===== src/rtl/dkey_checker.sv =====
// Unlock side of the dkey button protocol: debounced digit entry, key compare, learn mode.
// Optional lockout/ALARM behaviour is enabled by defining DKEY_LOCKOUT_EN.

module dkey_debounce #(
  parameter int DEB_COUNT = 120000
) (
  input  logic clk,
  input  logic rst_n,
  input  logic level,
  output logic press
);
  localparam int W = $clog2(DEB_COUNT + 1);

  logic         stable;
  logic [W-1:0] cnt;

  // stable flips only after DEB_COUNT consecutive cycles at the opposite level
  always_ff @(posedge clk or negedge rst_n) begin
    if (!rst_n) begin
      stable <= 1'b1;
      cnt    <= '0;
      press  <= 1'b0;
    end else begin
      press <= 1'b0;
      if (level != stable) begin
        if (cnt == W'(DEB_COUNT - 1)) begin
          stable <= level;
          cnt    <= '0;
          press  <= ~level;
        end else begin
          cnt <= cnt + 1'b1;
        end
      end else begin
        cnt <= '0;
      end
    end
  end
endmodule


===== config.mk =====
export PLATFORM = sky130hd
export DESIGN_NAME = dkey_debounce
export DESIGN_NICKNAME = d
export VERILOG_FILES = /design/src/rtl/dkey_checker.sv
export SDC_FILE = /design/constraint.sdc
export NUM_CORES = 1
export LEC_CHECK = 0
export CAP_MARGIN = 5
export CORE_MARGIN = 2
export CORE_UTILIZATION = 35
export CTS_CLUSTER_SIZE = 16
export DETAILED_ROUTE_END_ITERATION = 16
export MAX_ROUTING_LAYER = met4
export PLACE_DENSITY = 0.57
export SLEW_MARGIN = 20
export SYNTH_ARGS = -nofsm -noshare
export SYNTH_HDL_FRONTEND = slang
export SYNTH_SLANG_ARGS = --single-unit

===== constraint.sdc =====
create_clock -name clk -period 1.5 [get_ports clk]
set_input_delay 0.15 -clock clk [delete_from_list [all_inputs] [get_ports clk]]
set_output_delay 0.15 -clock clk [all_outputs]
set_load 0.1 [all_outputs]

==> results.cfg <==
[routing]
wirelength_um = 1953
vias_per_cell = 5.106
via_count = 771
post_drt_wl_per_cell_um = 12.93
drt_iter0_drc = 6
drt_pre_antenna_iters = 2
ant_nets = 0
drc_errors = 0

[layout]
regArea_um2 = 476.7
instances_no_fill = 151
postLayoutCoreUtil_pct = 50.64
diodes = 0
drive_above_1_share_pct = 35.54
multi_input_area_um2 = 495.5
nNetsFinal = 126
fill_cells = 251
area.growth.synth_to_final_pct = 34.29

[clocking]
cts_num_sinks = 19
cts-root-buf = clkbuf_4
cts_tree = done
path_clk_slew_ns = 0.11
ctsLongestPathBuffers = 2
ctsHoldBuffers = 0
h-tree-depth = 1
cts_buffers = 3
clk_latency_ns = 0.31

[logic_synthesis]
dominantRegCellSynth = dfrtp_1
syn-cell-area_um2 = 959.7
synth-warning-count = 0
syn_inst = 92
async_reset_ff_share_pct = 100.0
ys_top_cells_by_area = dfrtp_1 (47%), xnor2_1 (11%), nor2_1 (7.4%)
synth_top_area_share_pct = 46.94
avgSynthCellArea_um2 = 10.43
yosysUniqueCellTypes = 27
ys_seq_area_share_pct = 49.67
synth_fp_nets = 96
synth_edf_count = 0
ys_ff_latch = 19
yosysTopAreaCell = dfrtp_1

[grt]
use_met1_pct = 18.37
grt_max_degree = 20
use_met2_pct = 21.68
track_usage_pct = 14.29
busiest_layer = met2
use_met3_pct = 4.839
antenna_found_initial = 0
grt_overflow = 0
grt_pass1_vias = 806
grt_first_pass_wirelength_um = 3436

[die]
num_rows = 18
boundaryPins = 4
dieArea_mm2 = 0.003177
die_w_um = 56.37
die_h_um = 56.37
initial_core_util_pct = 37.71
design.core.area_mm2 = 0.002545

[timing]
period_needed_ns = 1.621
slew_violations = 0
worst_clock_skew_ns = 0.003714
setup_slack_ns = -0.1209
setup_viol = 19
fin_crit_sh_pct = 108.1
maxSlewHeadroom_pct = 79.69
tightest_slew_ns = 0.3018
fmax_mhz = 616.9
grt_setup_unrepaired = true
setup_tns_ns = -2.015
finalHoldViolCount = 0

[run]
cap_violations = 0

[worst_setup_path]
end_kind = flip-flop
critPathRequiredTime_ns = 1.71
cp.arrival_ns = 1.83
r2r_start = cnt[13]
startpoint = cnt[13]
crit_type = flip-flop to flip-flop
cp_max_fo = 6
start_kind = flip-flop

[power_and_ir_drop]
pwr_density_cell_mw_per_mm2 = 725.5
irDropWorstVdd_v = 0.0005920
p_leak_nw = 0.5497
finalPower_mw = 0.9350

[outcome]
violations = negative setup slack
outcome = complete, but fails checks

[place]
port_buffers = 3
dp_hpwl_um = 1441
gp_congestion = 0.7544
dp_cells = 145

[hold_path]
holdCritPathClass = primary input to async pin
-- synthesized netlist by cell type (2+ instances only) --
master,n
nand3_1,4
nand4b_1,3
nor3_1,3
nand2_1,4
xor2_1,3
nor4_1,3
xnor2_1,12
inv_1,2
dfrtp_1,18
nand4_1,5
nor2_1,19
-- sequential cells by signal, summed over array words and instances, names as in the netlist --
signal,cells
cnt,17
press,1
stable,1
-- cell usage in the layout, fill, tap and decap left out, drive strengths merged --
cell type       n
buf            26
nor2           19
dfrtp          18
xnor2          12
nand4           5
nand3           5
nand2           5
nor4            4
xor2            3
nand4b          3
nor3            3
clkbuf          3
inv             2
clkdlybuf4s50   2
a31oi           1
and4            1
nand4bb         1
or4             1
o21ba           1
and3            1
nor3b           1
mux2            1
ha              1
clkinv          1
dfstp           1
-- layout make-up --
type / count / share of cell area, %
clock inverters: 1 / 0.3883
multi-input cells: 68 / 38.45
repair buffers: 28 / 18.93
well taps: 30 / 2.913
inverters: 2 / 0.5825
clock buffers: 3 / 1.748
flip-flops and latches: 19 / 36.99
-- stage by stage --
stage / hold slack (ns) / worst slack, ns / cell area, µm²
6_report: 0.1674 / -0.1209 / 1289
3_5_place_dp: 0.5025 / -0.1251 / 1214
2_1_floorplan: -0.1456 / -0.04140 / 972.2
5_1_grt: 0.2075 / -0.1594 / 1289
3_3_place_gp: 0.5047 / -0.06524 / 1214
4_1_cts: 0.1645 / -0.1420 / 1260
-- cells by family after synthesis --
family | share of synthesized area, %
multiplexers | 1.564
AND/OR/NAND/NOR | 29.07
adder cells (fa/ha/maj) | 1.304
AO/OA/AOI/OAI | 1.695
flip-flops | 49.67
XOR/XNOR | 13.69
buffers and inverters | 2.998
-- critical path, cell delays in order (launching register included) --
cell and delay (ns):
dfrtp_1 0.40, nand4bb_1 0.23, or4_4 0.61, nand2_4 0.11, buf_6 0.12, nor2_1 0.05
-- metal layers --
layer / vias to the layer above / part of all wire, %
met5: - / 0
li1: 375 / -
met3: 4 / 2.8
met4: 0 / 1.3
met2: 7 / 47
met1: 385 / 48
-- path summary, 6_finish.rpt --
check | depth (start not counted) | slack [ns] | endpoint
worst max-delay path | 5 | -0.12 | cnt[5]
worst min-delay path | 2 | 0.17 | cnt[0]
worst max register to register | 5 | -0.12 | cnt[5]
worst min register to register | 1 | 0.55 | press
max in group asynchronous | 2 | 1.07 | stable
min in group clk | 2 | 0.46 | press
-- power breakdown --
group | switching (mW) | total [mW] | leakage [nW] | internal, mW
Combinational | 0.0557 | 0.128 | 0.272 | 0.0721
Clock | 0.165 | 0.265 | 0.0177 | 0.0997
Sequential | 0.0147 | 0.542 | 0.260 | 0.528
Total | 0.236 | 0.935 | 0.550 | 0.699
-- timing repair --
item,CTS,global route
resized for setup,1,5
setup endpoints to repair,19,19
cloned,0,0
pin swaps,4,4
buffers inserted,2,0
Power figures use the tool's default switching activity.
==> edit 1: new RTL, same settings <==
Reset style: synchronous (`rst_n`), changed in one clocked block.
--- a/src/rtl/dkey_checker.sv
+++ b/src/rtl/dkey_checker.sv
@@ -15,7 +15,7 @@
   logic [W-1:0] cnt;
 
   // stable flips only after DEB_COUNT consecutive cycles at the opposite level
-  always_ff @(posedge clk or negedge rst_n) begin
+  always_ff @(posedge clk) begin
     if (!rst_n) begin
       stable <= 1'b1;
       cnt    <= '0;
Function: no difference found for any inputs over 10 cycles, from zero or initial values and one cycle with rst_n low; that may be too few to reach the edited logic, so the function may still have changed.
==> edit 1 against the unedited design <==
  * The flow still finishes with violations (negative setup slack)
  * Sequential share of layout area decreased by 2.3 points
  * Worst setup slack improved by 0.10 ns
  * Cell area is 8.5% lower
  * Sequential cell count unchanged
  * Global-route usage is 1.5 points higher
  * Area after synthesis decreased by 9.6%
  * Highest routed layer unchanged
  * Routed wire length is 1.8% lower
Power is not compared: it rests on default switching activity, and its combinational part moved more than twofold at a synthesized area within 25%.
==> edit 1: results (changes against the unedited design) <==
qor: timing.post-route-worst-setup-slack -0.0164 ns [+0.104 ns]
qor: pwr.power.leakage 0.439 nW
qor: grt.initial_antenna_violation_count 0 [unchanged]
qor: routing.ant_nets 0 [unchanged]
qor: yosys.synth.lib_cells_used.distinct 26 [-3.7%]
qor: placement.dpl_worst_slack -0.00501 ns [+0.120 ns]
qor: status.failed_checks negative setup slack
qor: yosys.synthTopCellsByCount 19 x dfxtp_1, 17 x nor2_1, 9 x xnor2_1
qor: clocking.cts_htree_levels 1 [unchanged]
qor: pwr.vdd_ir_drop_max 0.487 mV
qor: routing.totalWireLength 1.92 mm [-1.8%]
qor: timing.finalSetupTns -0.0164 ns [+2.00 ns]
qor: cells_and_area.final_nets 122 [-3.2%]
qor: worst_setup_path.timing.critical_path.slowest_cell_delay 0.51 ns [-0.10 ns]
qor: yosys.seq_area_frac_synth 43.9% [-5.8 points]
qor: grt.grt_use_total 15.8% [+1.5 points]
qor: cells_and_area.final.fill_count 227 [-9.6%]
qor: timing.worstMarginPinSlew 0.428 ns [+0.126 ns]
qor: cells_and_area.top_regs cnt x17, press x1, stable x1
qor: routing.drt_iter0_drc 4 [-2]
qor: worst_setup_path.crit-reg2reg-launch cnt[8]$_SDFF_PP0_
qor: timing.setup_viol 1 [-18]
qor: placement.placed_area 0.00107 mm^2 [-12%]
qor: placement.io_buffers 3 [unchanged]
qor: yosys.async_reset_ff_share 0% [-100 points]
qor: worst_setup_path.ff2ff_path_depth 4 [-1]
qor: clocking.ctsLongestPathBuffers 2 [unchanged]
qor: min_path.timing.hold.worst.class input port to flop
qor: clocking.cts.root.buffer_cell clkbuf_4
qor: worst_setup_path.critical_path.reg2reg.endpoint cnt[16]$_SDFF_PP0_
qor: grt.first_global_vias 694 [-14%]
qor: yosys.ys.warnings.count 0 [unchanged]
qor: cells_and_area.post_route_cells_drive_above_1_share 37.6% [+2.1 points]
qor: routing.via_count_normalized_by_instance_count 5.10 [about the same]
qor: worst_setup_path.cpMaxStageDelayCell or4_4
qor: routing.drt_pass1_iterations 4 [+2]
qor: cells_and_area.antenna_cells 0 [unchanged]
qor: worst_setup_path.cp_top_family simple AND/OR/NAND/NOR gates
qor: min_path.hold-path-cell-count 2
qor: min_path.hold_sp level
qor: status.status finished with violations
qor: clocking.register_clock_pin_slew_on_the_reported_worst_setup_and_hold_paths 0.11 ns [about the same]
qor: clocking.insertion_delay 0.31 ns [about the same]
qor: yosys.synth_top_cells_by_area dfxtp_1 44%, xnor2_1 9.1%, nor2_1 7.4%
qor: worst_setup_path.timing.critical_path.fanout_max 4 [-2]
qor: yosys.synth.net_count 99 [+3.1%]
qor: placement.gpl.final_weighted_congestion 0.831 [+10%]
qor: clocking.clock_buffers_created_by_tritoncts 3 [unchanged]
qor: timing.finClkSkew 0.00654 ns [+0.00283 ns]
qor: min_path.holdPathEnd press$_SDFF_PN0_
qor: placement.hpwl 1.24 mm [-14%]
qor: worst_setup_path.critical_path_arrival 1.77 ns [-0.06 ns]
qor: grt.pin_count_of_the_biggest_net_entering_global_routing 18 [-10%]
qor: grt.grt_first_pass_wirelength 3.06 mm [-11%]
## edit 1: kinds of logic (layout without fill, tap and decap cells)
family / count (synthesis) / in the layout / share of synthesized area [%]
flops: 19 / 19 / 43.9
mux: 1 / 1 / 1.15
xor+xnor: 14 / 14 / 14.1
buf+inv: 5 / 26 / 2.16
simple gates: 51 / 52 / 34.9
compound gates: 4 / 4 / 2.31
fa+ha+maj: 1 / 1 / 1.44
## edit 1: cell type report
cell class | count | area (um^2) | area share, %
multi-input cells | 72 | 534 | 45.3
well taps | 30 | 37.5 | 3.18
repair buffers | 19 | 160 | 13.6
inverters | 3 | 11.3 | 0.955
clock buffers | 4 | 26.3 | 2.23
flip-flops and latches | 19 | 409 | 34.7
## edit 1: timing repair
item                                   CTS  global route
gates cloned                             0             1
pin swaps                                2             1
setup endpoints to repair                2            18
resized for setup                        4             8
endpoints found under the hold margin    0             0
hold buffers                             0             0
setup buffers                            2             1
## edit 1: where the power goes
group	switching, mW	total, mW	internal [mW]
registers	0.00161	0.497	0.496
clock network	0.165	0.269	0.104
logic	0.0207	0.0356	0.0149
## edit 1: per-layer routing
layer  track usage [%]  wire (um)
met3              6.39         90
met4              8.55         42
met5                 -          0
met1              18.8        874
met2              22.6        910
## edit 1: worst max path at each step
| stage | from | cells past startpoint | end |
|---|---|---|---|
| 2_1_floorplan | cnt[0]$_SDFF_PP0_ | 7 | cnt[9]$_SDFF_PP0_ |
| 3_3_place_gp | cnt[10]$_SDFF_PP0_ | 5 | cnt[8]$_SDFF_PP0_ |
| 3_5_place_dp | cnt[7]$_SDFF_PP0_ | 4 | cnt[15]$_SDFF_PP0_ |
| 4_1_cts | cnt[7]$_SDFF_PP0_ | 4 | cnt[16]$_SDFF_PP0_ |
| 5_1_grt | cnt[12]$_SDFF_PP0_ | 4 | cnt[16]$_SDFF_PP0_ |
| 6_report | cnt[8]$_SDFF_PP0_ | 4 | cnt[16]$_SDFF_PP0_ |
## edit 1: stage by stage
stage               hold slack [ns]  instances  utilization, %
global route                  0.474        147            48.9
detailed placement            0.455        139            44.4
global placement              0.453        139            44.4
CTS                           0.422        145            46.5
floorplan                     0.212         95               -
finish                        0.463        147            48.9
==> edit 2: new RTL, config.mk and constraints unchanged <==
Without the edit above. Set the parameter `DEB_COUNT` to 60000 (it was 120000).
--- a/src/rtl/dkey_checker.sv
+++ b/src/rtl/dkey_checker.sv
@@ -2,7 +2,7 @@
 // Optional lockout/ALARM behaviour is enabled by defining DKEY_LOCKOUT_EN.
 
 module dkey_debounce #(
-  parameter int DEB_COUNT = 120000
+  parameter int DEB_COUNT = 60000
 ) (
   input  logic clk,
   input  logic rst_n,
Check against the original RTL: no difference found for any inputs over 10 cycles, from zero or initial values and one cycle with rst_n low; that may be too few to reach the edited logic, so the function may still have changed.
==> edit 2 against the unedited design <==
  * Routed wire length is 16% lower
  * Largest cell class is now flip-flops and latches
  * Worst setup slack better by 0.20 ns
  * Final cell count is 14% lower
  * Critical endpoint is now cnt[2]$_DFF_PN0_
  * Power is 0.89% lower
  * Area after synthesis is 8.9% lower
  * Critical path type unchanged
  * Cell area is 14% lower
  * Synthesized cell count is 8.7% lower
  * Sequential cell count is 1 lower
==> edit 2: results (changes against the unedited design) <==
qor: grt.grt_first_pass_wirelength 2.82 mm [-18%]
qor: yosys.synthTopCellsByCount 17 x dfrtp_1, 17 x nor2_1, 11 x xnor2_1
qor: worst_setup_path.timing.critical_path.fanout_max 8 [+2]
qor: pwr.vdd_ir_drop_max 0.644 mV [+8.8%]
qor: grt.initial_antenna_violation_count 0 [unchanged]
qor: timing.finClkSkew 0.00509 ns [+0.00137 ns]
qor: min_path.timing.hold.worst.class input port to asynchronous set/reset pin
qor: pwr.power.leakage 0.448 nW [-19%]
qor: worst_setup_path.ff2ff_path_depth 6 [+1]
qor: yosys.ys.warnings.count 0 [unchanged]
qor: routing.drt_pass1_iterations 4 [+2]
qor: worst_setup_path.timing_worst_setup_path_type flop to flop
qor: worst_setup_path.critical_path.reg2reg.endpoint cnt[2]$_DFF_PN0_
qor: yosys.top_ff_cell_synth dfrtp_1
qor: cells_and_area.antenna_cells 0 [unchanged]
qor: placement.io_buffers 3 [unchanged]
qor: cells_and_area.post_route_cells_drive_above_1_share 26.0% [-9.5 points]
qor: routing.via_count_normalized_by_instance_count 4.97 [-2.7%]
qor: clocking.cts_htree_levels 1 [unchanged]
qor: clocking.ctsLongestPathBuffers 2 [unchanged]
qor: status.status complete, no violations
qor: grt.pin_count_of_the_biggest_net_entering_global_routing 19 [-5.0%]
qor: cells_and_area.final_nets 105 [-17%]
qor: yosys.synth.net_count 88 [-8.3%]
qor: worst_setup_path.critical_path_arrival 1.60 ns [-0.23 ns]
qor: routing.drt_iter0_drc 10 [+4]
qor: clocking.register_clock_pin_slew_on_the_reported_worst_setup_and_hold_paths 0.10 ns
qor: grt.grt_use_total 14.5% [+0.23 points]
qor: placement.gpl.final_weighted_congestion 0.731 [-3.0%]
qor: grt.grt_total_ovfl 0 [unchanged]
qor: cells_and_area.top_regs cnt x16, press x1, stable x1
qor: timing.worst_slew_margin_rel 82.1% [+2.4 points]
qor: clocking.cts.root.buffer_cell clkbuf_4
qor: yosys.synth_top_cells_by_area dfrtp_1 49%, xnor2_1 11%, nor2_1 7.3%
qor: routing.totalWireLength 1.65 mm [-16%]
qor: worst_setup_path.crit-reg2reg-launch cnt[1]$_DFF_PN0_
qor: timing.achievable-frequency 706 MHz [+14%]
qor: clocking.clock_buffers_created_by_tritoncts 3 [unchanged]
qor: clocking.insertion_delay 0.29 ns [-0.02 ns]
qor: placement.dpl_worst_slack 0.0426 ns [+0.168 ns]
qor: yosys.synth.lib_cells_used.distinct 20 [-26%]
qor: yosys.seq_area_frac_synth 51.6% [+2.0 points]
qor: worst_setup_path.reg2reg_slack 0.08 ns [+0.20 ns]
qor: placement.hpwl 1.17 mm [-19%]
qor: cells_and_area.final.fill_count 230 [-8.4%]
qor: grt.first_global_vias 632 [-22%]
qor: yosys.async_reset_ff_share 100% [unchanged]
==> edit 2: changes by cell type in the layout (fill, tap and decap cells not counted), moves of 2 or more <==
cell	delta
buf_4	-15
nor4_2	+4
nand4b_1	-3
nor2_2	-2
nor4_1	-2
nor4_4	-2
==> edit 2: worst min path at each step <==
stage	from	endpoint	slack, ns
6_report	rst_n	cnt[7]$_DFF_PN0_	0.17
5_1_grt	rst_n	cnt[7]$_DFF_PN0_	0.18
4_1_cts	rst_n	cnt[7]$_DFF_PN0_	0.17
3_5_place_dp	rst_n	cnt[7]$_DFF_PN0_	0.50
3_3_place_gp	rst_n	cnt[7]$_DFF_PN0_	0.51
2_1_floorplan	rst_n	cnt[0]$_DFF_PN0_	-0.15
==> edit 2: metal layers <==
layer	share of wire, %	vias up	GRT usage [%]
li1	-	321	-
met1	46	314	16.7
met2	49	9	23.0
met3	3.0	2	5.00
met4	1.6	0	6.25
met5	0	-	-
==> edit 2: where the power goes <==
| group | internal (mW) | switching (mW) |
|---|---|---|
| combinational | 0.0595 | 0.0570 |
| clock | 0.148 | 0.144 |
| sequential | 0.500 | 0.0175 |
==> edit 2: stage by stage <==
stage	instances	total power [mW]	hold WS [ns]	instance area [um^2]
finish	130	0.927	0.172	1110
global route	130	0.978	0.180	1110
CTS	129	0.919	0.168	1040
detailed placement	125	0.618	0.505	1010
global placement	125	0.619	0.506	1010
floorplan	84	0.568	-0.146	875
==> edit 2: critical path, cell delays in order, from the launching register on <==
cell	delay (ns)
dfrtp_1	0.41
ha_4	0.16
and4_4	0.24
nand4_1	0.14
nand2b_1	0.17
buf_6	0.15
nor2_1	0.05
==> edit 2: logic make-up (layout without fill, tap and decap cells) <==
logic type	Yosys count	in the layout	share of synthesized area, %
AND/OR/NAND/NOR	45	45	28.0
flip-flops	18	18	51.6
XOR/XNOR	15	15	15.0
buffers and inverters	4	20	2.57
adder cells (fa/ha/maj)	1	1	1.43
multiplexers	1	1	1.29
==> edit 2: repair_timing <==
item                       in CTS  in global routing
setup endpoints to repair       0                 16
hold buffers                    0                  0
resized for setup               0                 11
buffers inserted                0                  1
hold endpoints to repair        0                  0
==> edit 2: cell type report <==
type | count | area (um^2) | area share [%]
Clock buffer | 4 | 36.3 | 3.27
Inverter | 3 | 11.3 | 1.01
Multi-Input combinational cell | 62 | 450 | 40.6
Sequential cell | 18 | 452 | 40.7
Tap cell | 30 | 37.5 | 3.38
Timing Repair Buffer | 13 | 123 | 11.0
